`src/rtl/yif_fetch_queue.sv`:
```
// ---------------------------------------------------------------------------
// yif_fetch_queue
//   Instruction prefetch queue between fetch (yIF/yPC) and decode (yID).
//   Holds up to DEPTH {PC, instruction} pairs so fetch can keep running while
//   decode stalls. A redirect (flush) discards every entry. When the queue
//   is empty, decode sees a NOP and a zero PC.
//
// Ports
//   clk        rising-edge clock
//   rst_n      synchronous active-low reset
//   flush      redirect: drop all entries at this edge
//   in_valid   fetch offers {in_pc, in_ins}
//   in_ready   queue has room (depends on state only)
//   in_pc      PC of offered instruction
//   in_ins     offered instruction word
//   out_valid  head entry valid
//   out_ready  decode consumes head at this edge
//   out_pc     PC of head entry (0 when empty)
//   out_ins    head instruction (NOP when empty)
//   count      number of entries currently held
// ---------------------------------------------------------------------------
module yif_fetch_queue #(
  parameter int unsigned     DEPTH = 4,
  parameter int unsigned     XLEN  = 32,
  parameter logic [XLEN-1:0] NOP   = 32'h00000013
) (
  input  logic                       clk,
  input  logic                       rst_n,
  input  logic                       flush,
  input  logic                       in_valid,
  output logic                       in_ready,
  input  logic [XLEN-1:0]            in_pc,
  input  logic [XLEN-1:0]            in_ins,
  output logic                       out_valid,
  input  logic                       out_ready,
  output logic [XLEN-1:0]            out_pc,
  output logic [XLEN-1:0]            out_ins,
  output logic [$clog2(DEPTH):0]     count
);

  localparam int unsigned AW = $clog2(DEPTH);
  localparam int unsigned CW = AW + 1;
  localparam logic [CW-1:0] FULL = CW'(DEPTH);

  // Storage is never reset: nothing in it is visible while count is zero.
  logic [XLEN-1:0] pc_mem  [DEPTH];
  logic [XLEN-1:0] ins_mem [DEPTH];

  logic [AW-1:0] rd_ptr_q, rd_ptr_d;
  logic [AW-1:0] wr_ptr_q, wr_ptr_d;
  logic [CW-1:0] count_q,  count_d;

  logic push;
  logic pop;

  // Handshake status comes purely from the occupancy register, so in_ready
  // never combinationally depends on decode's out_ready.
  assign in_ready  = (count_q != FULL);
  assign out_valid = (count_q != '0);

  assign push = in_valid  & in_ready  & ~flush;
  assign pop  = out_valid & out_ready & ~flush;

  // Next-state for pointers and occupancy. A redirect zeroes everything and
  // swallows any push/pop offered in the same cycle.
  always_comb begin
    rd_ptr_d = rd_ptr_q;
    wr_ptr_d = wr_ptr_q;
    count_d  = count_q;
    if (flush) begin
      rd_ptr_d = '0;
      wr_ptr_d = '0;
      count_d  = '0;
    end else begin
      if (push) begin
        wr_ptr_d = wr_ptr_q + AW'(1);
      end
      if (pop) begin
        rd_ptr_d = rd_ptr_q + AW'(1);
      end
      // Simultaneous push and pop leave occupancy unchanged.
      if (push && !pop) begin
        count_d = count_q + CW'(1);
      end else if (pop && !push) begin
        count_d = count_q - CW'(1);
      end
    end
  end

  always_ff @(posedge clk) begin
    if (!rst_n) begin
      rd_ptr_q <= '0;
      wr_ptr_q <= '0;
      count_q  <= '0;
    end else begin
      rd_ptr_q <= rd_ptr_d;
      wr_ptr_q <= wr_ptr_d;
      count_q  <= count_d;
    end
  end

  // Entry write; gated by rst_n only so reset cleanly dominates a push.
  always_ff @(posedge clk) begin
    if (rst_n && push) begin
      pc_mem[wr_ptr_q]  <= in_pc;
      ins_mem[wr_ptr_q] <= in_ins;
    end
  end

  // Show-ahead head: decode sees the oldest entry directly, no read latency.
  assign out_pc  = out_valid ? pc_mem[rd_ptr_q]  : '0;
  assign out_ins = out_valid ? ins_mem[rd_ptr_q] : NOP;
  assign count   = count_q;

endmodule

```
`config.mk`:
```
export PLATFORM = sky130hd
export DESIGN_NAME = yif_fetch_queue
export DESIGN_NICKNAME = d
export VERILOG_FILES = /design/src/rtl/yif_fetch_queue.sv
export SDC_FILE = /design/constraint.sdc
export NUM_CORES = 1
export LEC_CHECK = 0
export CORE_MARGIN = 1
export CORE_UTILIZATION = 30
export DETAILED_ROUTE_END_ITERATION = 10
export DONT_BUFFER_PORTS = 1
export GPL_ROUTABILITY_DRIVEN = 0
export PLACE_DENSITY = 0.5
export SLEW_MARGIN = 20
export SYNTH_ARGS = -nofsm -noshare
export SYNTH_HDL_FRONTEND = slang
export SYNTH_SLANG_ARGS = --single-unit
```
`constraint.sdc`:
```
create_clock -name clk -period 2.9 [get_ports clk]
set_input_delay 0.58 -clock clk [delete_from_list [all_inputs] [get_ports clk]]
set_output_delay 0.58 -clock clk [all_outputs]
set_load 0.01 [all_outputs]
```
# After elaboration in Yosys (flattened, before gate mapping)
# Memories as Yosys holds them, arrays and structs flattened. A register that Yosys moved wholly into a read port is not among the register bits.
# Cells that the tools add are included.
dict set report word_totals {
  ff_bits 7
  ramBits 256
  output_inout_bits 69
  n_memories 2
}
dict set report classes {
  add_sub_neg 4
  n_eq_ne 1
  n_mux 10
  bitwise_logic 6
  reduce_logical 8
}
# memory words width rd rd_clocked_by_memory_dff write_ports line_no
set mem_list {}
lappend mem_list {ins_mem 4 32 1 1 1 47} ;# logic [XLEN-1:0] ins_mem [DEPTH];
lappend mem_list {pc_mem 4 32 1 1 1 46} ;# logic [XLEN-1:0] pc_mem [DEPTH];
# operator count
set ops {}
lappend ops {{$mux 32} 2}
lappend ops {{$mux 2} 4}
lappend ops {{$mux 3} 2}
lappend ops {{$add 2x1->2 const B} 2}
lappend ops {{$and 1x1->1} 4}
lappend ops {{$add 3x1->3 const B} 1}
lappend ops {{$logic_and 1x1->1} 3}
lappend ops {{$ne 3x3->1 const B} 1}
lappend ops {{$reduce_bool 3->1} 1}
lappend ops {{$sub 3x1->3 const B} 1}
lappend ops {{$logic_not 1->1} 2}
lappend ops {{$mux 1} 2}
lappend ops {{$not 1->1} 2}
lappend ops {{$reduce_bool 2->1} 1}
lappend ops {{$reduce_or 2->1} 1}

# Depth between registers and ports, before layout
dict set report logic_depth {
  word_depth 7
  depth_mapped 10
  ltp_nobuf 8
}

# Worst setup path before layout
# No wires, ideal clock.
dict set report synth_path {
  kind {input to register}
  start {input port in_valid}
  end {memory ins_mem[0][0], enable pin}
  t_arrival_ns 2.615
  slack_ns -0.145
  path_stages 4
  path_buffers 1
  path_cell_list {nor2b_1 -> and2_4 -> buf_6 -> and3_1}
}
dict set report synth_between {
  elab_chain_len 5
}
# element line_no
set synth_lines {}
lappend synth_lines {{start: declaration} 30} ;# input logic in_valid,
lappend synth_lines {{$and 1x1->1 (2 in a row)} 61} ;# assign push = in_valid & in_ready & ~flush;
lappend synth_lines {{named net push} 53} ;# logic push;
lappend synth_lines {{$logic_and 1x1->1} 104} ;# if (rst_n && push) begin
lappend synth_lines {{$mux 1} 104}
lappend synth_lines {{$mux 1 (implied by the code)} 106} ;# ins_mem[wr_ptr_q] <= in_ins;
lappend synth_lines {{end: declaration} 47}
# The timed path passes the listed nets, and every way through them passes these cells.

==> metrics.txt <==
# TYPE chip_impl_metric gauge
chip_impl_metric{name="ys_async_sr_fraction",unit=""} 0
chip_impl_metric{name="hold_path_depth",unit=""} 0
chip_impl_metric{name="syn_inst",unit=""} 458
chip_impl_info{name="synth_top_cells_by_count",value="sky130_fd_sc_hd__edfxtp_1 (256), sky130_fd_sc_hd__mux4_2 (64), sky130_fd_sc_hd__and2_1 (61)"} 1
chip_impl_metric{name="cts_resized",unit=""} 0
chip_impl_metric{name="die_height",unit="µm"} 186
chip_impl_metric{name="vias",unit=""} 4359
chip_impl_metric{name="timing.final.crit_share",unit=""} 0.919
chip_impl_metric{name="design_power_total",unit="µW"} 8620
chip_impl_info{name="min_path_type",value="primary input to register"} 1
chip_impl_metric{name="tritoncts.num_buffers",unit=""} 30
chip_impl_info{name="worstReg2RegEnd",value="count[2]$_SDFFE_PP0P_"} 1
chip_impl_metric{name="n_fill_cell",unit=""} 3067
chip_impl_info{name="synth_most_common_cell",value="sky130_fd_sc_hd__edfxtp_1"} 1
chip_impl_metric{name="fin_setup_tns",unit="ns"} 0
chip_impl_metric{name="totalWireLength",unit="µm"} 19800
chip_impl_metric{name="layout-drive-gt1-share",unit=""} 0.285
chip_impl_metric{name="ys_seq_area_frac",unit=""} 0.776
chip_impl_info{name="yosysTopAreaCell",value="sky130_fd_sc_hd__edfxtp_1"} 1
chip_impl_metric{name="clock-sinks",unit=""} 265
chip_impl_metric{name="final_hold_viol_count",unit=""} 0
chip_impl_info{name="cts_tree",value="done"} 1
chip_impl_metric{name="maximum_resistive_drop_on_vdd",unit="V"} 0.000460
chip_impl_metric{name="floorplan.initialDensity",unit=""} 0.309
chip_impl_info{name="crit_path_end_kind",value="primary output"} 1
chip_impl_metric{name="postPlaceCellArea",unit="µm²"} 10800
chip_impl_metric{name="clock_path_buffers",unit=""} 3
chip_impl_metric{name="layout_min_cycle_time",unit="ns"} 2.66
chip_impl_metric{name="detail-route-antenna-nets",unit=""} 0
chip_impl_metric{name="via_count_of_the_first_global_routing_pass",unit=""} 4909
chip_impl_metric{name="grt_overflow_total",unit=""} 0
chip_impl_metric{name="detail_route.iter0.violations",unit=""} 208
chip_impl_metric{name="synthesis.area_per_instance",unit="µm²"} 22.1
chip_impl_info{name="clock-root-buffer",value="sky130_fd_sc_hd__clkbuf_16"} 1
chip_impl_metric{name="final_area",unit="µm²"} 11900
chip_impl_metric{name="synth_top_area_frac",unit=""} 0.758
chip_impl_metric{name="p_per_cell_area",unit="nW/µm²"} 725
chip_impl_metric{name="grt_first_pass_wirelength",unit="µm"} 29800
chip_impl_metric{name="setup_viol",unit=""} 0
chip_impl_info{name="crit_reg_reg_startpoint",value="count[0]$_SDFFE_PP0P_"} 1
chip_impl_metric{name="critPathMaxFanout",unit=""} 35
chip_impl_metric{name="drc_errors",unit=""} 0
chip_impl_metric{name="cts_hold_repair.buffers",unit=""} 0
chip_impl_metric{name="setup_slack",unit="ns"} 0.235
chip_impl_metric{name="htree_levels",unit=""} 1
chip_impl_metric{name="viasPerCell",unit=""} 4.59
chip_impl_info{name="path_class",value="register to primary output"} 1
chip_impl_metric{name="preCtsSetupSlack",unit="ns"} 0.471
chip_impl_metric{name="antenna_found_initial",unit=""} 0
chip_impl_metric{name="p_leak",unit="µW"} 0.00366
chip_impl_metric{name="boundary_pins",unit=""} 138
chip_impl_metric{name="final_routed_wire_length_divided_by_cell_count",unit="µm"} 20.8
chip_impl_metric{name="design.die.area",unit="µm²"} 34500
chip_impl_metric{name="timing.max_slew.rel_slack",unit=""} 0.677
chip_impl_metric{name="synth_cell_types",unit=""} 30
chip_impl_info{name="grt_setup_unrepaired",value="no"} 1
chip_impl_metric{name="numPlacedInstances",unit=""} 892
chip_impl_metric{name="number_of_register_bits_inferred_by_synthesis",unit=""} 265
chip_impl_metric{name="layoutNonFillerInstCount",unit=""} 949
chip_impl_info{name="top_flip_flop_cell_by_instance_count_after_synthesis",value="sky130_fd_sc_hd__edfxtp_1"} 1
chip_impl_metric{name="syn_area",unit="µm²"} 10100
chip_impl_metric{name="net_count_after_synthesis",unit=""} 533
chip_impl_info{name="setup.worst_path.end",value="out_ins[1]"} 1
chip_impl_metric{name="placeableCoreArea",unit="µm²"} 32900
chip_impl_metric{name="synthToLayoutAreaGrowth",unit="%"} 17.3
chip_impl_metric{name="tightest_slew",unit="ns"} 0.485
chip_impl_metric{name="die_w",unit="µm"} 186
chip_impl_info{name="cp-start-kind",value="register"} 1
chip_impl_info{name="outcome",value="finished clean"} 1
chip_impl_metric{name="r2r_slack",unit="ns"} 0.48
chip_impl_info{name="post_synth_main_area_contributors",value="sky130_fd_sc_hd__edfxtp_1 (76%), sky130_fd_sc_hd__mux4_2 (14%), sky130_fd_sc_hd__and2_1 (3.8%)"} 1
chip_impl_metric{name="finalNetCount",unit=""} 557
chip_impl_metric{name="max_cap_viol_count",unit=""} 0
chip_impl_metric{name="ys_warn_count",unit=""} 0
chip_impl_metric{name="critical_path_arrival",unit="ns"} 2.08
chip_impl_metric{name="place_hpwl",unit="µm"} 11700
chip_impl_metric{name="rr_worst_depth",unit=""} 8
chip_impl_metric{name="drtPass1Iterations",unit=""} 4
chip_impl_metric{name="critPathRequiredTime",unit="ns"} 2.32
chip_impl_metric{name="grt_start_max_net_pins",unit=""} 65
chip_impl_metric{name="cts_setup_buffers",unit=""} 0
chip_impl_metric{name="number_of_core_rows",unit=""} 66
chip_impl_metric{name="io_buffers",unit=""} 0
chip_impl_metric{name="gr-usage-all-layers",unit=""} 0.117
chip_impl_metric{name="timing_max_transition_violations_final",unit=""} 0
chip_impl_metric{name="path_clk_slew",unit="ns"} 0.06
chip_impl_metric{name="clock_insertion_delay_worst_skew",unit="ns"} 0.54
chip_impl_metric{name="number_of_enable_type_register_cells_in_the_synthesized_netlist",unit=""} 256
chip_impl_metric{name="post_route_skew",unit="ns"} 0.00791
chip_impl_metric{name="max_freq",unit="MHz"} 375
-- flip-flops by register name, summed over array words and instances (netlist names), named ones only --
register,flops
count,3
rd_ptr_q,2
pc_mem,128
wr_ptr_q,2
ins_mem,128
-- cell families (layout without fill, tap and decap cells) --
logic type      after synthesis  count (layout)  share of synthesized area
fa+ha+maj                     6               6                    0.00814
xor+xnor                      3               3                    0.00259
flops                       265             265                      0.776
mux                          65              65                      0.143
compound gates                8               8                    0.00518
simple gates                 84              84                     0.0508
other cells                   0               1                          0
buf+inv                      27              75                     0.0142
-- cell type report --
| type | count | area (µm²) | share of cell area |
|---|---|---|---|
| Antenna cell | 1 | 2.50 | 0.000210 |
| Clock buffer | 32 | 779 | 0.0656 |
| Clock inverter | 24 | 315 | 0.0265 |
| Inverter | 4 | 15.0 | 0.00126 |
| Multi-Input combinational cell | 166 | 2150 | 0.181 |
| Sequential cell | 265 | 7880 | 0.662 |
| Tap cell | 442 | 553 | 0.0465 |
| Timing Repair Buffer | 15 | 200 | 0.0168 |
-- power by group --
part / leakage (µW) / switching, µW / internal [µW]
registers: 0.00239 / 13.2 / 4240
clock network: 0.000536 / 1500 / 2580
logic: 0.000734 / 177 / 118
total: 0.00366 / 1690 / 6930
-- how the worst min path moves through the flow --
stage | from | end | slack, ns
after CTS | in_pc[16] | pc_mem[1][16]$_DFFE_PP_ | 0.1
after detailed placement | rd_ptr_q[1]$_SDFFE_PP0P_ | register | 0.49
after floorplan | rd_ptr_q[1]$_SDFFE_PP0P_ | register | 0.46
after global placement | rd_ptr_q[1]$_SDFFE_PP0P_ | register | 0.49
final | in_ins[10] | ins_mem[2][10]$_DFFE_PP_ | 0.13
after global routing | in_pc[12] | pc_mem[3][12]$_DFFE_PP_ | 0.10
-- per-layer routing --
metal  part of all wire  global-route usage  up-vias
li1                   -                   -     1908
met1               0.37               0.132     2298
met2               0.52               0.213      121
met3              0.079              0.0374       32
met4              0.022              0.0308        0
met5                  0                   0        -
-- worst max-delay path, stage by stage (launching register included) --
cell	delay, ns
sky130_fd_sc_hd__dfxtp_4	0.37
sky130_fd_sc_hd__buf_12	0.29
sky130_fd_sc_hd__mux4_2	0.53
sky130_fd_sc_hd__or2_2	0.35
-- through the flow --
step / utilization / hold WS, ns
after floorplan: - / 0.459
after global placement: 0.328 / 0.487
after detailed placement: 0.328 / 0.490
after CTS: 0.362 / 0.0976
after global routing: 0.362 / 0.101
final: 0.362 / 0.131
-- cell usage in the layout, fill, tap and decap left out --
cell type and instances:
sky130_fd_sc_hd__inv_2 1, sky130_fd_sc_hd__xor2_1 3, sky130_fd_sc_hd__clkinvlp_4 2, sky130_fd_sc_hd__nand3_1 1
sky130_fd_sc_hd__o31ai_2 1, sky130_fd_sc_hd__nand2b_1 1, sky130_fd_sc_hd__or3b_1 1, sky130_fd_sc_hd__bufinv_16 7
sky130_fd_sc_hd__a21o_1 1, sky130_fd_sc_hd__clkinv_1 3, sky130_fd_sc_hd__clkbuf_16 31, sky130_fd_sc_hd__a21oi_1 3
sky130_fd_sc_hd__nand4_1 1, sky130_fd_sc_hd__dfxtp_4 2, sky130_fd_sc_hd__nand2_1 1, sky130_fd_sc_hd__inv_6 3
sky130_fd_sc_hd__and3_4 4, sky130_fd_sc_hd__clkinv_2 7, sky130_fd_sc_hd__o21ai_0 2, sky130_fd_sc_hd__nor2b_1 2
sky130_fd_sc_hd__edfxtp_1 256, sky130_fd_sc_hd__buf_4 8, sky130_fd_sc_hd__or3_1 2, sky130_fd_sc_hd__clkbuf_1 1
sky130_fd_sc_hd__and2_4 1, sky130_fd_sc_hd__or2_2 4, sky130_fd_sc_hd__dfxtp_1 7, sky130_fd_sc_hd__buf_12 7
sky130_fd_sc_hd__clkinv_4 2, sky130_fd_sc_hd__ha_1 5, sky130_fd_sc_hd__diode_2 1, sky130_fd_sc_hd__inv_1 3
sky130_fd_sc_hd__nor2_1 4, sky130_fd_sc_hd__mux4_2 64, sky130_fd_sc_hd__fa_1 1, sky130_fd_sc_hd__o31ai_1 1
sky130_fd_sc_hd__mux2i_1 1, sky130_fd_sc_hd__and2_1 61, sky130_fd_sc_hd__nor3_1 1
Power figures use the tool's default switching activity.
